`src/rtl/uart_tx_fifo.sv`:
```
// 8N1 LSB-first UART transmitter fed by a small byte FIFO.
// Queued bytes go out as contiguous frames; tx always comes straight from a flop.
module uart_tx_fifo #(
  parameter int BAUD_RATE = 9600,
  parameter int CLK_FREQ  = 25000000,
  parameter int BAUD_TICK = CLK_FREQ / BAUD_RATE,
  parameter int FIFO_AW   = 3
) (
  input  logic       clk,
  input  logic       reset,
  input  logic       wr_en,
  input  logic [7:0] wr_data,
  output logic       full,
  output logic       empty,
  output logic       overflow,
  output logic       tx,
  output logic       tx_busy,
  output logic       tx_done
);

  typedef enum logic [1:0] {IDLE, START, DATA, STOP} state_t;

  localparam int                 DEPTH     = 2 ** FIFO_AW;
  localparam int                 CW        = (BAUD_TICK > 1) ? $clog2(BAUD_TICK) : 1;
  localparam logic [CW-1:0]      TICK_LAST = CW'(BAUD_TICK - 1);
  localparam logic [FIFO_AW:0]   DEPTH_CNT = (FIFO_AW + 1)'(DEPTH);

  logic [7:0]         mem [DEPTH];
  logic [FIFO_AW-1:0] wr_ptr, rd_ptr;
  logic [FIFO_AW:0]   count, count_next;
  logic               push, pop;
  logic [7:0]         head;

  state_t             state, state_next;
  logic [CW-1:0]      baud_cnt, baud_cnt_next;
  logic [2:0]         bit_idx, bit_idx_next;
  logic [7:0]         shift, shift_next;
  logic               tx_next, done_next;
  logic               bit_end;

  // A write while full is refused even if the serializer pops on the same edge.
  assign push       = wr_en && !full;
  assign count_next = count + (FIFO_AW + 1)'(push) - (FIFO_AW + 1)'(pop);
  assign head       = mem[rd_ptr];
  assign bit_end    = (baud_cnt == TICK_LAST);
  assign tx_busy    = (state != IDLE);

  // NOTE: reset is asynchronous, so it sits in the sensitivity list next to the clock edge.
  always_ff @(posedge clk or posedge reset) begin
    if (reset) begin
      wr_ptr   <= '0;
      rd_ptr   <= '0;
      count    <= '0;
      full     <= 1'b0;
      empty    <= 1'b1;
      overflow <= 1'b0;
    end else begin
      if (push) wr_ptr <= wr_ptr + 1'b1;
      if (pop)  rd_ptr <= rd_ptr + 1'b1;
      if (wr_en && full) overflow <= 1'b1;
      count <= count_next;
      full  <= (count_next == DEPTH_CNT);
      empty <= (count_next == '0);
    end
  end

  // NOTE: the storage array is deliberately not reset; the pointers and count define what is valid.
  always_ff @(posedge clk) begin
    if (push) mem[wr_ptr] <= wr_data;
  end

  always_ff @(posedge clk or posedge reset) begin
    if (reset) state <= IDLE;
    else       state <= state_next;
  end

  // NOTE: every signal gets a default before the case so no latch is inferred.
  always_comb begin
    state_next = state;
    pop        = 1'b0;
    case (state)
      IDLE: begin
        if (!empty) begin
          pop        = 1'b1;
          state_next = START;
        end
      end
      START: if (bit_end) state_next = DATA;
      DATA:  if (bit_end && bit_idx == 3'd7) state_next = STOP;
      STOP: begin
        if (bit_end) begin
          if (!empty) begin
            pop        = 1'b1;
            state_next = START;
          end else begin
            state_next = IDLE;
          end
        end
      end
      default: state_next = IDLE;
    endcase
  end

  always_comb begin
    baud_cnt_next = bit_end ? '0 : baud_cnt + CW'(1);
    bit_idx_next  = bit_idx;
    shift_next    = shift;
    tx_next       = tx;
    done_next     = 1'b0;
    case (state)
      IDLE: begin
        baud_cnt_next = '0;
        tx_next       = 1'b1;
        if (pop) begin
          shift_next = head;
          tx_next    = 1'b0;
        end
      end
      START: begin
        if (bit_end) begin
          bit_idx_next = '0;
          tx_next      = shift[0];
        end
      end
      DATA: begin
        if (bit_end) begin
          shift_next = {1'b0, shift[7:1]};
          if (bit_idx != 3'd7) begin
            bit_idx_next = bit_idx + 3'd1;
            tx_next      = shift[1];
          end else begin
            tx_next = 1'b1;
          end
        end
      end
      STOP: begin
        if (bit_end) begin
          done_next = 1'b1;
          if (pop) begin
            shift_next = head;
            tx_next    = 1'b0;
          end else begin
            tx_next = 1'b1;
          end
        end
      end
      default: tx_next = 1'b1;
    endcase
  end

  // NOTE: state-holding flops use non-blocking assignments only.
  always_ff @(posedge clk or posedge reset) begin
    if (reset) begin
      baud_cnt <= '0;
      bit_idx  <= '0;
      shift    <= '0;
      tx       <= 1'b1;
      tx_done  <= 1'b0;
    end else begin
      baud_cnt <= baud_cnt_next;
      bit_idx  <= bit_idx_next;
      shift    <= shift_next;
      tx       <= tx_next;
      tx_done  <= done_next;
    end
  end

endmodule
```
`config.mk`:
```
export PLATFORM = sky130hd
export DESIGN_NAME = uart_tx_fifo
export DESIGN_NICKNAME = d
export VERILOG_FILES = /design/src/rtl/uart_tx_fifo.sv
export SDC_FILE = /design/constraint.sdc
export NUM_CORES = 1
export LEC_CHECK = 0
export ABC_AREA = 1
export ABC_CLOCK_PERIOD_IN_PS = 8100
export CAP_MARGIN = 10
export CORE_MARGIN = 4
export CORE_UTILIZATION = 60
export CTS_CLUSTER_DIAMETER = 80
export DETAILED_ROUTE_END_ITERATION = 10
export PLACE_DENSITY_LB_ADDON = 0.1
export RECOVER_POWER = 25
export REMOVE_ABC_BUFFERS = 1
export SLEW_MARGIN = 0
export SYNTH_ARGS = -nofsm -noshare
export SYNTH_HDL_FRONTEND = slang
export SYNTH_SLANG_ARGS = --single-unit
```
`constraint.sdc`:
```
create_clock -name clk -period 8.1 [get_ports clk]
set_clock_uncertainty 0.1 [all_clocks]
set_input_delay 0.81 -clock clk [delete_from_list [all_inputs] [get_ports clk]]
set_output_delay 0.81 -clock clk [all_outputs]
set_load 0.03 [all_outputs]
```
### Word-level counts from Yosys, hierarchy flattened

Memories as Yosys holds them, arrays and structs flattened.
Index checks and enable logic that the tools add are counted.

| word-level totals | value |
|---|---|
| word-level logic and storage cells | 74 |
| bits in registers | 40 |
| bits of input ports | 11 |
| bits in latches | 0 |
| memory bits (writable) | 64 |
| memories | 1 |
| bits in read-only memories | 0 |

Memories:

| memory | words | bits a word | rd ports | clocked after Yosys merged registers in | wr ports | line | text |
|---|---|---|---|---|---|---|---|
| mem | 8 | 8 | 1 | 0 | 1 | 28 | `logic [7:0] mem [DEPTH];` |

| cells by class | value |
|---|---|
| add/sub/neg operators | 6 |
| $mul | 0 |
| bitwise logic cells | 0 |
| div/mod/pow operators | 0 |
| shifts and indexed selects | 0 |
| order comparisons | 0 |
| muxes and demuxes | 29 |
| eq/ne operators | 13 |
| reduce and logical (&&, ||, !) cells | 13 |

Operators by type and width:

| operator | count |
|---|---|
| $mux W12 | 2 |
| $mux W8 | 3 |
| $pmux W8 S3 | 1 |
| $add A12 B1 Y12 const B | 1 |
| $eq A12 B12 Y1 const B | 1 |
| $mux W1 | 12 |
| $ne A2 B2 Y1 const B | 6 |
| $add A3 B1 Y3 const B | 3 |
| $mux W3 | 3 |
| $mux W2 | 4 |
| $pmux W2 S4 | 1 |
| $reduce_and A4 Y1 | 2 |
| $pmux W3 S2 | 1 |
| $reduce_and A3 Y1 | 2 |
| $add A4 B1 Y4 | 1 |
| $eq A2 B2 Y1 const B | 2 |
| $eq A4 B4 Y1 const B | 1 |
| $logic_not A4 Y1 | 1 |
| $pmux W1 S4 | 1 |
| $reduce_bool A2 Y1 | 2 |
| $sub A4 B1 Y4 | 1 |
| $eq A3 B3 Y1 const B | 1 |
| $logic_and A1 B1 Y1 | 3 |
| $ne A3 B3 Y1 const B | 1 |
| other kinds (5) | 5 |

### Longest topological paths before layout

| logic depth | value |
|---|---|
| depth in word-level cells | 6 |
| mapped depth | 17 |

### Worst setup path after synthesis

OpenSTA, ideal clock, no wires.

| timing | value |
|---|---|
| path kind | reg-to-reg |
| from | register state[1] |
| to | register empty |
| stages on the path, launching flop included | 15 |
| data arrival time | 2.553 ns |
| setup time | 0.068 ns |
| buffers on the path | 0 |
| path slack | 5.379 ns |
| cell sequence | dfrtp_1 inv_1 ha_1 inv_1 nand2_2 nand2_4 nor2_2 inv_1 nand2_1 ha_1 inv_1 fa_1 inv_1 or3_1 nor2_1 |

| between the ends | value |
|---|---|
| cells in the longest elaborated chain, start to end | 4 |

Ends and longest elaborated chain:

| item | line | text |
|---|---|---|
| start, declared | 34 | `state_t state, state_next;` |
| start signal, assigned | 74 | `else state <= state_next;` |
| $eq A2 B2 Y1 or $logic_not A2 Y1 (tied branches) | 81 | `case (state)` |
| $pmux W1 S2 * | 81 |  |
| $sub A4 B1 Y4 * | 43 | `assign count_next = count + (FIFO_AW + 1)'(push) - (FIFO_AW + 1)'(pop);` |
| via count_next[1] | 30 | `logic [FIFO_AW:0] count, count_next;` |
| $logic_not A4 Y1 * | 63 | `empty <= (count_next == '0);` |
| end signal, assigned | 63 |  |
| end, declared | 14 | `output logic empty,` |

Mark *: on every way through the listed nets, which the timed path passes. The rest lies on a longest branch.
A chain may end at the register's enable or synchronous reset.

==> results.json <==
{
  "critical_path.max_fanout": 40,
  "gp_congestion": 0.838,
  "worstHoldPathType": "register to register",
  "yosysWarnings": 0,
  "synth_fa_ha_area_share_pct": 4.13,
  "crit_chain": "dlygate4sd3_1, inv_1, clkbuf_1",
  "layout_min_cycle_time_ns": 3.01,
  "die_y_um": 96.7,
  "clk_latency_ns": 0.37,
  "run_status": "finished with violations",
  "cts_sinks": 104,
  "synth.area.mux_share_pct": 0.238,
  "vias_per_cell": 5.29,
  "overflow": 0,
  "cts_tree": "done",
  "yosys.area_share.simple_pct": 24.3,
  "ant_nets": 0,
  "cts_htree_levels": 3,
  "maxCapViolations": 1,
  "multi_input_area_mm2": 0.00158,
  "yosysSeqAreaShare_pct": 62.0,
  "slowest_delay_ns": 1.54,
  "synth-xor-area-share_pct": 2.04,
  "final_area_mm2": 0.00515,
  "final.period_utilization_pct": 37.1,
  "slew_viol_final": 41,
  "grtUsageTotal_pct": 19.6,
  "end_kind": "async pin",
  "place_area_mm2": 0.00496,
  "cts_resized": 0,
  "synthCells": 462,
  "n_fill_cell": 625,
  "antennaDiodeCount": 0,
  "io_buffers": 16,
  "tightest_slew_ns": 2.18,
  "max_slew_margin_pct": -45.0,
  "routed_wl_um": 8610,
  "root_buffer": "clkbuf_8",
  "hpwlAfterDp_um": 6080,
  "fp-row-count": 32,
  "antenna_found_initial": 0,
  "syn_to_final_growth_pct": 8.98,
  "worstPathArrival_ns": 2.96,
  "numCtsBuffers": 9,
  "syn_area_per_cell_um2": 10.2,
  "finish.utilization_pct": 66.9,
  "initial_core_util_pct": 61.4,
  "synth_compound_gate_area_share_pct": 2.81,
  "rsz0062_at_grt": "no",
  "violations": "capacitance limit, slew limit",
  "worst_ep_required_time_ns": 8.05,
  "wl_per_cell_um": 14.7,
  "clkSlewWorstSetupHoldPaths_ns": 0.11,
  "max_freq_mhz": 333,
  "p_per_area_mw_per_mm2": 345,
  "die_area_mm2": 0.00935,
  "firstDrtPassIters": 4,
  "core_mm2": 0.00769,
  "final_cell_mix": "nand2_1, edfxtp_1, nand3_1",
  "yosysUniqueCellTypes": 37,
  "power_mw": 1.77,
  "setup.worst_path.start_class": "input port",
  "cts_buffer_depth": 2,
  "ios": 17,
  "nets": 503,
  "route.detailed.drc": 0,
  "register_area_mm2": 0.00293,
  "crit_slowest_cell": "clkbuf_1",
  "grt_max_degree": 41,
  "ir_drop_mv": 0.221,
  "holdBufCountCts": 0,
  "hold_violations": 0,
  "synth_seq_cells": 104,
  "num_vias": 3088,
  "cts_setup_buffers": 0,
  "layout_commonest_cell": "nand2_1",
  "die_w_um": 96.7,
  "tns_ns": 0,
  "setup_violations": 0,
  "grt_pass1_wl_um": 14600,
  "synth_top_family_by_area": "simple AND/OR/NAND/NOR gates",
  "layout-drive-gt1-share_pct": 8.71,
  "drt-initial-drc-count": 187,
  "leakage_nw": 2.18,
  "synthesis.area_mm2": 0.00472,
  "grt_pass1_vias": 3016,
  "path_class": "input port to async pin"
}
[registers in the layout, summed over array words and instances, names as in the netlist, 2 cells and up]
name and flops:
mem 64, state 2, baud_cnt 12, wr_ptr 3
count 4, shift 8, rd_ptr 3, bit_idx 3
[Yosys cell counts, drive strengths merged]
master	number	area, µm²
or3	1	6.26
buf	11	55.1
a22oi	1	7.51
mux2	1	11.3
o2111ai	1	8.76
a21oi	8	40.0
fa	1	20.0
o21ai	13	68.8
xnor2	5	43.8
ha	14	175
clkbuf	3	11.3
nand3	60	318
nor4	1	6.26
dfrtp	38	951
nand2	142	579
nor3b	1	7.51
clkinv	2	8.75
nand4	1	6.26
inv	37	139
dfstp	2	52.6
a21o	1	7.51
and3	2	12.5
or2	1	6.26
xor2	6	52.6
nor2	45	205
edfxtp	64	1920
[cells by family after synthesis]
family                   after synthesis
buffers and inverters                 53
multiplexers                           1
adder cells (fa/ha/maj)               15
XOR/XNOR                              11
AO/OA/AOI/OAI                         24
flip-flops                           104
AND/OR/NAND/NOR                      254
[layer usage]
layer / vias to the layer above / wire length [µm] / track usage [%]
met4: 0 / 53 / 5.72
met5: - / 0 / 0
met1: 1471 / 3950 / 27.5
met2: 61 / 4180 / 31.3
met3: 4 / 428 / 4.04
li1: 1552 / - / -
[metrics by stage]
step / cells / setup WS, ns / hold WS, ns
floorplan: 448 / 5.38 / 0.324
global placement: 568 / 4.93 / 0.339
detailed placement: 568 / 4.84 / 0.347
CTS: 584 / 5.10 / 0.362
global route: 584 / 4.63 / 0.382
finish: 584 / 5.09 / 0.361
[worst paths after layout]
path | startpoint | endpoint | slack, ns | cells after the start
worst max-delay path | reset | shift[6] | 5.09 | 3
worst min-delay path | baud_cnt[0] | baud_cnt[0] | 0.36 | 1
worst max register to register | state[0] | full | 5.12 | 13
worst min register to register | baud_cnt[0] | baud_cnt[0] | 0.36 | 1
max in group clk | state[0] | full | 5.12 | 13
min in group asynchronous | reset | baud_cnt[1] | 1.56 | 3
[power by group]
group / internal, mW / switching (mW) / leakage, nW / total [mW]
combinational: 0.241 / 0.472 / 0.998 / 0.712
sequential: 0.678 / 0.0743 / 1.08 / 0.752
clock: 0.120 / 0.190 / 0.0959 / 0.310
[final cells by class]
type	count	share of cell area, %
Clock buffer	9	2.41
Timing Repair Buffer	18	3.33
Multi-Input combinational cell	305	30.8
Clock inverter	7	1.31
Tap cell	102	2.48
Inverter	39	2.87
Sequential cell	104	56.8
[critical path: cells and delay by family]
kind	cells	cell delay (ns)
buf+inv	3	2.12
No activity file was read; power rests on OpenSTA's default activity.
